$ cat config.mk
export PLATFORM = sky130hd
export DESIGN_NAME = timeout_mon_mc
export DESIGN_NICKNAME = d
export VERILOG_FILES = /design/src/rtl/timeout_mon_mc.sv
export SDC_FILE = /design/constraint.sdc
export NUM_CORES = 1
export LEC_CHECK = 0
export CAP_MARGIN = 30
export CORE_UTILIZATION = 48
export CTS_CLUSTER_DIAMETER = 200
export DETAILED_ROUTE_END_ITERATION = 8
export PLACE_DENSITY_LB_ADDON = 0.3
export REMOVE_ABC_BUFFERS = 1
export SYNTH_ARGS = -nofsm -noshare
export SYNTH_HDL_FRONTEND = slang
export SYNTH_SLANG_ARGS = --single-unit
$ cat constraint.sdc
create_clock -name clk -period 3.8 [get_ports clk]
set_clock_uncertainty 0.2 [all_clocks]
set_input_delay 0.76 -clock clk [delete_from_list [all_inputs] [get_ports clk]]
set_output_delay 0.76 -clock clk [all_outputs]
set_load 0.03 [all_outputs]
$ cat src/rtl/timeout_mon_mc.sv
// timeout_mon_mc: NCH independent reception-timeout channels with a busy window each,
// closed after to_limit idle cycles. Define TIMEOUT_STATS_EN to build per-channel timeout counters.
module timeout_mon_mc #(
  parameter int NCH         = 4,
  parameter int TOCNTSIZE   = 7,
  parameter int STATCNTSIZE = 8,
  parameter int SELW        = 2
) (
  input  logic                   clk,
  input  logic                   rst,
  input  logic [NCH-1:0]         received,
  input  logic [TOCNTSIZE-1:0]   to_limit,
  input  logic [NCH-1:0]         to_ack,
  output logic [NCH-1:0]         busy,
  output logic [NCH-1:0]         timeout,
  output logic [NCH-1:0]         to_flag,
  output logic                   any_busy,
  input  logic [SELW-1:0]        stat_sel,
  input  logic                   stat_clr,
  output logic [STATCNTSIZE-1:0] stat_cnt
);

  typedef enum logic {ST_IDLE = 1'b0, ST_BUSY = 1'b1} state_e;

  state_e               state_q [NCH];
  state_e               state_d [NCH];
  logic [TOCNTSIZE-1:0] cnt_q   [NCH];
  logic [TOCNTSIZE-1:0] cnt_d   [NCH];
  logic [TOCNTSIZE:0]   cnt_inc [NCH];
  logic [TOCNTSIZE-1:0] lim;
  logic [NCH-1:0]       timeout_q, timeout_d;
  logic [NCH-1:0]       to_flag_q, to_flag_d;

  assign lim = (to_limit == '0) ? TOCNTSIZE'(1) : to_limit;

  // The extra sum bit keeps the limit compare from wrapping when to_limit is all-ones.
  always_comb begin
    timeout_d = '0;
    to_flag_d = '0;
    for (int i = 0; i < NCH; i++) begin
      state_d[i] = state_q[i];
      cnt_d[i]   = '0;
      cnt_inc[i] = {1'b0, cnt_q[i]} + (TOCNTSIZE+1)'(1);
      if (state_q[i] == ST_IDLE) begin
        if (received[i]) state_d[i] = ST_BUSY;
      end else if (!received[i]) begin
        if (cnt_inc[i] >= {1'b0, lim}) begin
          state_d[i]   = ST_IDLE;
          timeout_d[i] = 1'b1;
        end else begin
          cnt_d[i] = cnt_inc[i][TOCNTSIZE-1:0];
        end
      end
      to_flag_d[i] = timeout_d[i] | (to_flag_q[i] & ~to_ack[i]);
    end
  end

  always_ff @(posedge clk) begin
    if (rst) begin
      for (int i = 0; i < NCH; i++) begin
        state_q[i] <= ST_IDLE;
        cnt_q[i]   <= '0;
      end
      timeout_q <= '0;
      to_flag_q <= '0;
    end else begin
      for (int i = 0; i < NCH; i++) begin
        state_q[i] <= state_d[i];
        cnt_q[i]   <= cnt_d[i];
      end
      timeout_q <= timeout_d;
      to_flag_q <= to_flag_d;
    end
  end

  always_comb begin
    for (int i = 0; i < NCH; i++) busy[i] = (state_q[i] == ST_BUSY);
  end

  assign any_busy = |busy;
  assign timeout  = timeout_q;
  assign to_flag  = to_flag_q;

`ifdef TIMEOUT_STATS_EN
  logic [STATCNTSIZE-1:0] stat_q [NCH];
  logic [STATCNTSIZE-1:0] stat_d [NCH];
  logic [STATCNTSIZE-1:0] stat_cnt_q, stat_cnt_d;

  // A clear coinciding with an event leaves the count at 1; readback shows the pre-update value.
  always_comb begin
    stat_cnt_d = '0;
    for (int k = 0; k < NCH; k++) begin
      stat_d[k] = stat_q[k];
      if (timeout_d[k]) begin
        if (stat_clr && (int'(stat_sel) == k)) stat_d[k] = STATCNTSIZE'(1);
        else if (!(&stat_q[k]))                stat_d[k] = stat_q[k] + STATCNTSIZE'(1);
      end else if (stat_clr && (int'(stat_sel) == k)) begin
        stat_d[k] = '0;
      end
      if (int'(stat_sel) == k) stat_cnt_d = stat_q[k];
    end
  end

  always_ff @(posedge clk) begin
    if (rst) begin
      for (int k = 0; k < NCH; k++) stat_q[k] <= '0;
      stat_cnt_q <= '0;
    end else begin
      for (int k = 0; k < NCH; k++) stat_q[k] <= stat_d[k];
      stat_cnt_q <= stat_cnt_d;
    end
  end

  assign stat_cnt = stat_cnt_q;
`else
  logic unused_stat_inputs;
  assign unused_stat_inputs = ^{stat_sel, stat_clr};
  assign stat_cnt = '0;
`endif

endmodule

==> out/results.ini <==
[status]
status=finished clean

[yosys]
synth_top_area_cell=dfxtp_1
syn_area_um2=2430
synth.distinct_cells=37
synth_seq_area_share_pct=33.0
ys_warn_count=0
ys_top_cells_by_area=dfxtp_1 (33%), ha_1 (16%), nor3b_1 (6.2%), xnor2_1 (5.8%), nand3_1 (3.7%)
avgSynthCellArea_um2=10.2
yosysTopAreaCellShare_pct=33.0
postSynthCellCount=239
synth_seq_cells=40

[timing]
worst_slack_ns=0.814
fin_crit_ns=2.99
max_freq_mhz=335
finalHoldViolations=0
rsz0062_at_grt=false
setup_viol=0
timing.final.max_slew_violations=0
period_share_pct=78.6
finalSetupTns_ns=0

[die]
die_y_um=73.1
num_io_pins=41
design.core.area_um2=4790
rows=25
start_util_pct=50.7
die_area_um2=5350
die_width_um=73.1

[cts]
cts_tree=built
cts_resized=0
post-cts-setup-buffers=0
clk_pin_slew_ns=0.07
root_buffer=clkbuf_8
clk_path_buf_depth=2
cts_buffers=5
cts.sinks=40
cts_hold_buf=0
cts-htree-levels=2
clock_latency_ns=0.30

[worst_setup_path]
crit_type=primary input to flip-flop
crit_path_start_kind=primary input
crit_fanout=9
timing.critical_path.required_ns=3.79
cp.arrival_ns=2.98
end_kind=flip-flop

[detailed_routing]
drt_wl_total_um=4560
drt-vias-per-instance=5.23
routedWlPerCell_um=13.5
drc=0
ant_nets=0
via_count=1764
drt_iter0_drc=58
firstDrtPassIters=4

[final_layout]
postLayoutCoreUtil_pct=58.8
antenna_cells=0
fin_nets=322
design_area_um2=2820
drive_gt1_share_pct=8.15
areaGrowthSynthToFinish_pct=16.0

[global_route]
grt_pass1_wl_um=7770
grt_pass1_vias=1707
grt-ovfl-total=0
grt_antenna_before_repair=0
globalRouteTotalUtil_pct=19.3
grt_max_degree=12

[worst_hold_path]
hp-class=flip-flop to flip-flop

[power]
total_power_uw=801
cellPowerDensity_nw_per_um2=284
cellLeakagePower_nw=1.25
max-vdd-ir-drop_mv=0.229

[placement]
gp_congestion=0.755
io_buffers=29
placed_area_um2=2740
dp_hpwl_um=3480
dp_slack_ns=0.517

[job]
maxCapViolCount=0

## cell usage in the layout (no fill, tap or decap), types with 2 or more instances in the layout
| cell | n |
|---|---|
| inv_1 | 21 |
| xnor2_1 | 16 |
| nand3_1 | 18 |
| and3_1 | 8 |
| a32o_1 | 2 |
| conb_1 | 8 |
| o21ai_1 | 2 |
| o31ai_4 | 2 |
| nand2b_1 | 3 |
| clkdlybuf4s50_1 | 29 |
| o311ai_0 | 2 |
| dfxtp_1 | 40 |
| ha_1 | 32 |
| a22o_1 | 2 |
| a221oi_4 | 2 |
| xor2_1 | 4 |
| a21oi_1 | 4 |
| nor3b_1 | 20 |
| and2_1 | 3 |
| a21o_1 | 6 |
| nand4_1 | 2 |
| clkbuf_8 | 5 |
| o211ai_2 | 2 |
| o2111ai_1 | 2 |
| o21a_1 | 2 |
| a2111oi_4 | 2 |
| a31oi_1 | 2 |
| nor3_1 | 8 |
| nand2_1 | 4 |
| nor2_1 | 4 |
| a41oi_2 | 2 |
| and4_4 | 3 |
## metal layers
metal / wire length, um / GRT usage (%)
met1: 2270 / 24.7
met2: 2040 / 30.5
met3: 186 / 5.94
met4: 62 / 7.19
met5: 0 / 0
## cell families (layout without fill, tap and decap cells)
logic type	Yosys count	in the layout	synth area share [%]
AND/OR/NAND/NOR	78	78	20.1
flip-flops	40	40	33.0
AO/OA/AOI/OAI	35	35	16.1
buffers and inverters	33	57	6.96
adder cells (fa/ha/maj)	32	32	16.5
XOR/XNOR	20	20	7.21
other	1	8	0.154
## flip-flops by register name, summed over array words and instances, names as in the netlist
signal	count
timeout	4
to_flag	4
state_q	4
cnt_q	28
## worst paths after layout
path / startpoint / to / slack [ns] / depth (start not counted)
worst max-delay path: to_limit[1] / to_flag[1] / 0.81 / 8
worst min-delay path: to_flag[3] / to_flag[3] / 0.29 / 1
worst max register to register: cnt_q[2][0] / to_flag[2] / 1.31 / 7
worst min register to register: to_flag[3] / to_flag[3] / 0.29 / 1
## cell type report
type                       instances  area [um^2]
fill                             416         1970
multi-input combinational        173         1490
sequential                        40          801
timing repair buffer              29          290
tap                               67         83.8
inverter                          21         78.8
clock buffer                       6         72.6
clock inverter                     1         5.00
## report_power, final
group	internal [mW]	leakage (nW)	switching (mW)
registers	0.424	0.324	0.00675
clock network	0.125	0.0410	0.143
logic	0.0442	0.887	0.0582
total	0.593	1.25	0.208
## metrics by stage
step                      hold slack [ns]  instances
final                               0.287        337
after detailed placement            0.265        330
after global routing                0.299        337
after floorplan                     0.291        234
after global placement              0.263        330
after CTS                           0.288        337
## worst max-delay path, cell delays in order
cell	delay [ns]
clkdlybuf4s50_1	0.43
nor4_1	0.32
a31o_2	0.25
ha_1	0.23
nand2b_1	0.17
a2111oi_4	0.43
o31ai_4	0.15
a32o_1	0.24
## Yosys cell counts
| cell | instances |
|---|---|
| nor2_1 | 4 |
| a22o_1 | 2 |
| xnor2_1 | 16 |
| nand2_1 | 4 |
| nor3b_1 | 20 |
| xor2_1 | 4 |
| inv_1 | 21 |
| a31oi_1 | 2 |
| o2111ai_1 | 2 |
| and2_1 | 3 |
| dfxtp_1 | 40 |
| and4_1 | 1 |
| nand3_1 | 18 |
| conb_1 | 1 |
| a221oi_4 | 2 |
| o211ai_2 | 2 |
| a2111oi_4 | 2 |
| a31o_2 | 1 |
| a21o_1 | 6 |
| ha_1 | 32 |
| nand2b_4 | 1 |
| a21oi_1 | 4 |
| o21a_1 | 2 |
| nand2b_1 | 3 |
| buf_4 | 12 |
| o311ai_0 | 2 |
| nor4_1 | 1 |
| or4_1 | 1 |
| o31ai_4 | 2 |
| and2_2 | 1 |
| a41oi_2 | 2 |
| nand4_1 | 2 |
| nor3_1 | 8 |
| and4_4 | 3 |
| and3_1 | 8 |
| o21ai_1 | 2 |
| a32o_1 | 2 |
No activity file was read; power rests on OpenSTA's default activity.
==> edit (config.mk and constraints unchanged) <==
`NCH`: 4 -> 2.
--- a/src/rtl/timeout_mon_mc.sv
+++ b/src/rtl/timeout_mon_mc.sv
@@ -1,7 +1,7 @@
 // timeout_mon_mc: NCH independent reception-timeout channels with a busy window each,
 // closed after to_limit idle cycles. Define TIMEOUT_STATS_EN to build per-channel timeout counters.
 module timeout_mon_mc #(
-  parameter int NCH         = 4,
+  parameter int NCH         = 2,
   parameter int TOCNTSIZE   = 7,
   parameter int STATCNTSIZE = 8,
   parameter int SELW        = 2
Interface: changed (5 resized); port bits go from 41 to 31. No check against the original RTL was run, so the function may have changed too.
==> edit against the original RTL <==
Core utilization rose by 1.0 points; synthesized area fell by 48%; routed wire length fell by 48%; via count fell by 45%; total power fell by 52%; critical path depth did not move; sequential cell count fell by 20; worst setup slack got worse by 0.032 ns; final area fell by 47%; critical endpoint unchanged.
==> edit: results (changes against the original RTL) <==
| Metric | Value |
|---|---|
| Status | `finished, final reports clean (unchanged)` |
| Iter 0 DRT Violations | `8 (was 58)` |
| Endpoints failing hold | `0 (unchanged)` |
| Postcts setup bufs | `0 (unchanged)` |
| Clk slew on worst S/H paths | `0.11 ns (was 0.07 ns)` |
| CTS Buffer Depth | `2 (unchanged)` |
| Global-route wire length before repair | `3.95 mm (was 7.77 mm)` |
| Initial DRT Pass Iterations | `3 (was 4)` |
| Nets | `181 (was 322)` |
| Vias per cell | `5.46 (was 5.23)` |
| Top reg by flops | `cnt_q (unchanged)` |
| CP Max Fanout | `9 (unchanged)` |
| Synth area leaders | `dfxtp_1, ha_1, nor3b_1 (unchanged)` |
| Root buf cell | `clkbuf_4 (was clkbuf_8)` |
| CTS Buf Count | `3 (was 5)` |
| Port buffer count | `19 (was 29)` |
| Slowest stage delay, CP | `approximately 0.44 ns` |
| Dpl ws | `0.425 ns (was 0.517 ns)` |
| Warnings, synthesis | `0 (unchanged)` |
| CP arrival | `3.01 ns (was 2.98 ns)` |
| Largest net degree at the start of global routing | `11 (was 12)` |
| Leakage | `0.630 nW (was 1.25 nW)` |
| Top delay family on crit path | `compound AO/OA/AOI/OAI gates (unchanged)` |
| GPL Wtd Cong | `0.789 (was 0.755)` |
| Vias in the first global route | `920 (was 1,707)` |
| GRT Total Usage | `19.3% (about the same)` |
| Fill count | `224 (was 416)` |
| Post-Route WL | `2.37 mm (was 4.56 mm)` |
| N_diodes | `0 (unchanged)` |
| Combinational Power Share | `19.2% (was 12.8%)` |
| Total number of H-tree levels | `1 (was 2)` |
| Netlist cell types | `29 (was 37)` |
| Max reg flops | `14 (was 28)` |
| Layout cell share with drive strength beyond 1 | `7.48% (was 8.15%)` |
| Post-CTS sizing | `0 (unchanged)` |
| Hpwl dp | `1.84 mm (was 3.48 mm)` |
| VDD IR max | `0.184 mV (was 0.229 mV)` |
| Sequential area share after synthesis | `31.6% (was 33.0%)` |
| Switching share of total power | `26.8% (was 25.9%)` |
| Critical path's slowest cell | `a2111oi_4 (was clkdlybuf4s50_1)` |
| Commonest cells post-synth | `dfxtp_1, ha_1, nor3b_1 (was dfxtp_1, ha_1, inv_1)` |
| Power share of the clock group | `24.8% (was 33.4%)` |
[edit: changes by cell type in the layout (fill, tap and decap cells not counted), sizes merged, moves of 10 or more]
cell	before	now
clkdlybuf4s50	29	19
inv	21	10
ha	32	16
dfxtp	40	20
nand3	18	6
[edit: logic make-up (layout without fill, tap and decap cells)]
| kind of cell | count (synthesis) | after routing | synth area share, % |
|---|---|---|---|
| other | 1 | 8 | 0.296 |
| xor gates and xnor gates | 10 | 10 | 6.92 |
| AOI/OAI and AO/OA | 17 | 17 | 15.3 |
| buffers and inverters | 18 | 32 | 7.71 |
| DFF | 20 | 20 | 31.6 |
| and+or+nand+nor | 44 | 44 | 22.3 |
| adders and majority gates | 16 | 16 | 15.8 |
[edit: final timing paths]
check	start	to	slack (ns)	depth (start not counted)
setup / recovery	to_limit[1]	to_flag[1]	0.78	8
hold reg to reg	state_q[0][0]	state_q[0][0]	0.36	2
hold / removal	state_q[0][0]	state_q[0][0]	0.36	2
setup reg to reg	cnt_q[0][9]	to_flag[1]	1.39	8
[edit: per-layer routing]
metal  vias to the layer above  wire length, um  global-route usage [%]
met5                         -                0                       0
met4                         0               12                    5.70
met3                         2               95                    3.45
met2                        27             1070                    30.2
met1                       454             1190                    26.5
li1                        484                -                       -
[edit: through the flow]
stage	cell area, um^2	instances	total power [mW]	hold slack [ns]
3_5_place_dp	1460	174	0.296	0.342
6_report	1480	177	0.388	0.355
3_3_place_gp	1460	174	0.295	0.333
5_1_grt	1480	177	0.407	0.405
2_1_floorplan	1230	125	0.269	0.299
4_1_cts	1480	177	0.392	0.365
[edit: final cells by class]
type | count | area share (%)
Sequential cell | 20 | 27.0
Multi-Input combinational cell | 95 | 53.6
Tap cell | 30 | 2.53
Timing Repair Buffer | 19 | 12.8
Inverter | 10 | 2.53
Clock buffer | 3 | 1.52
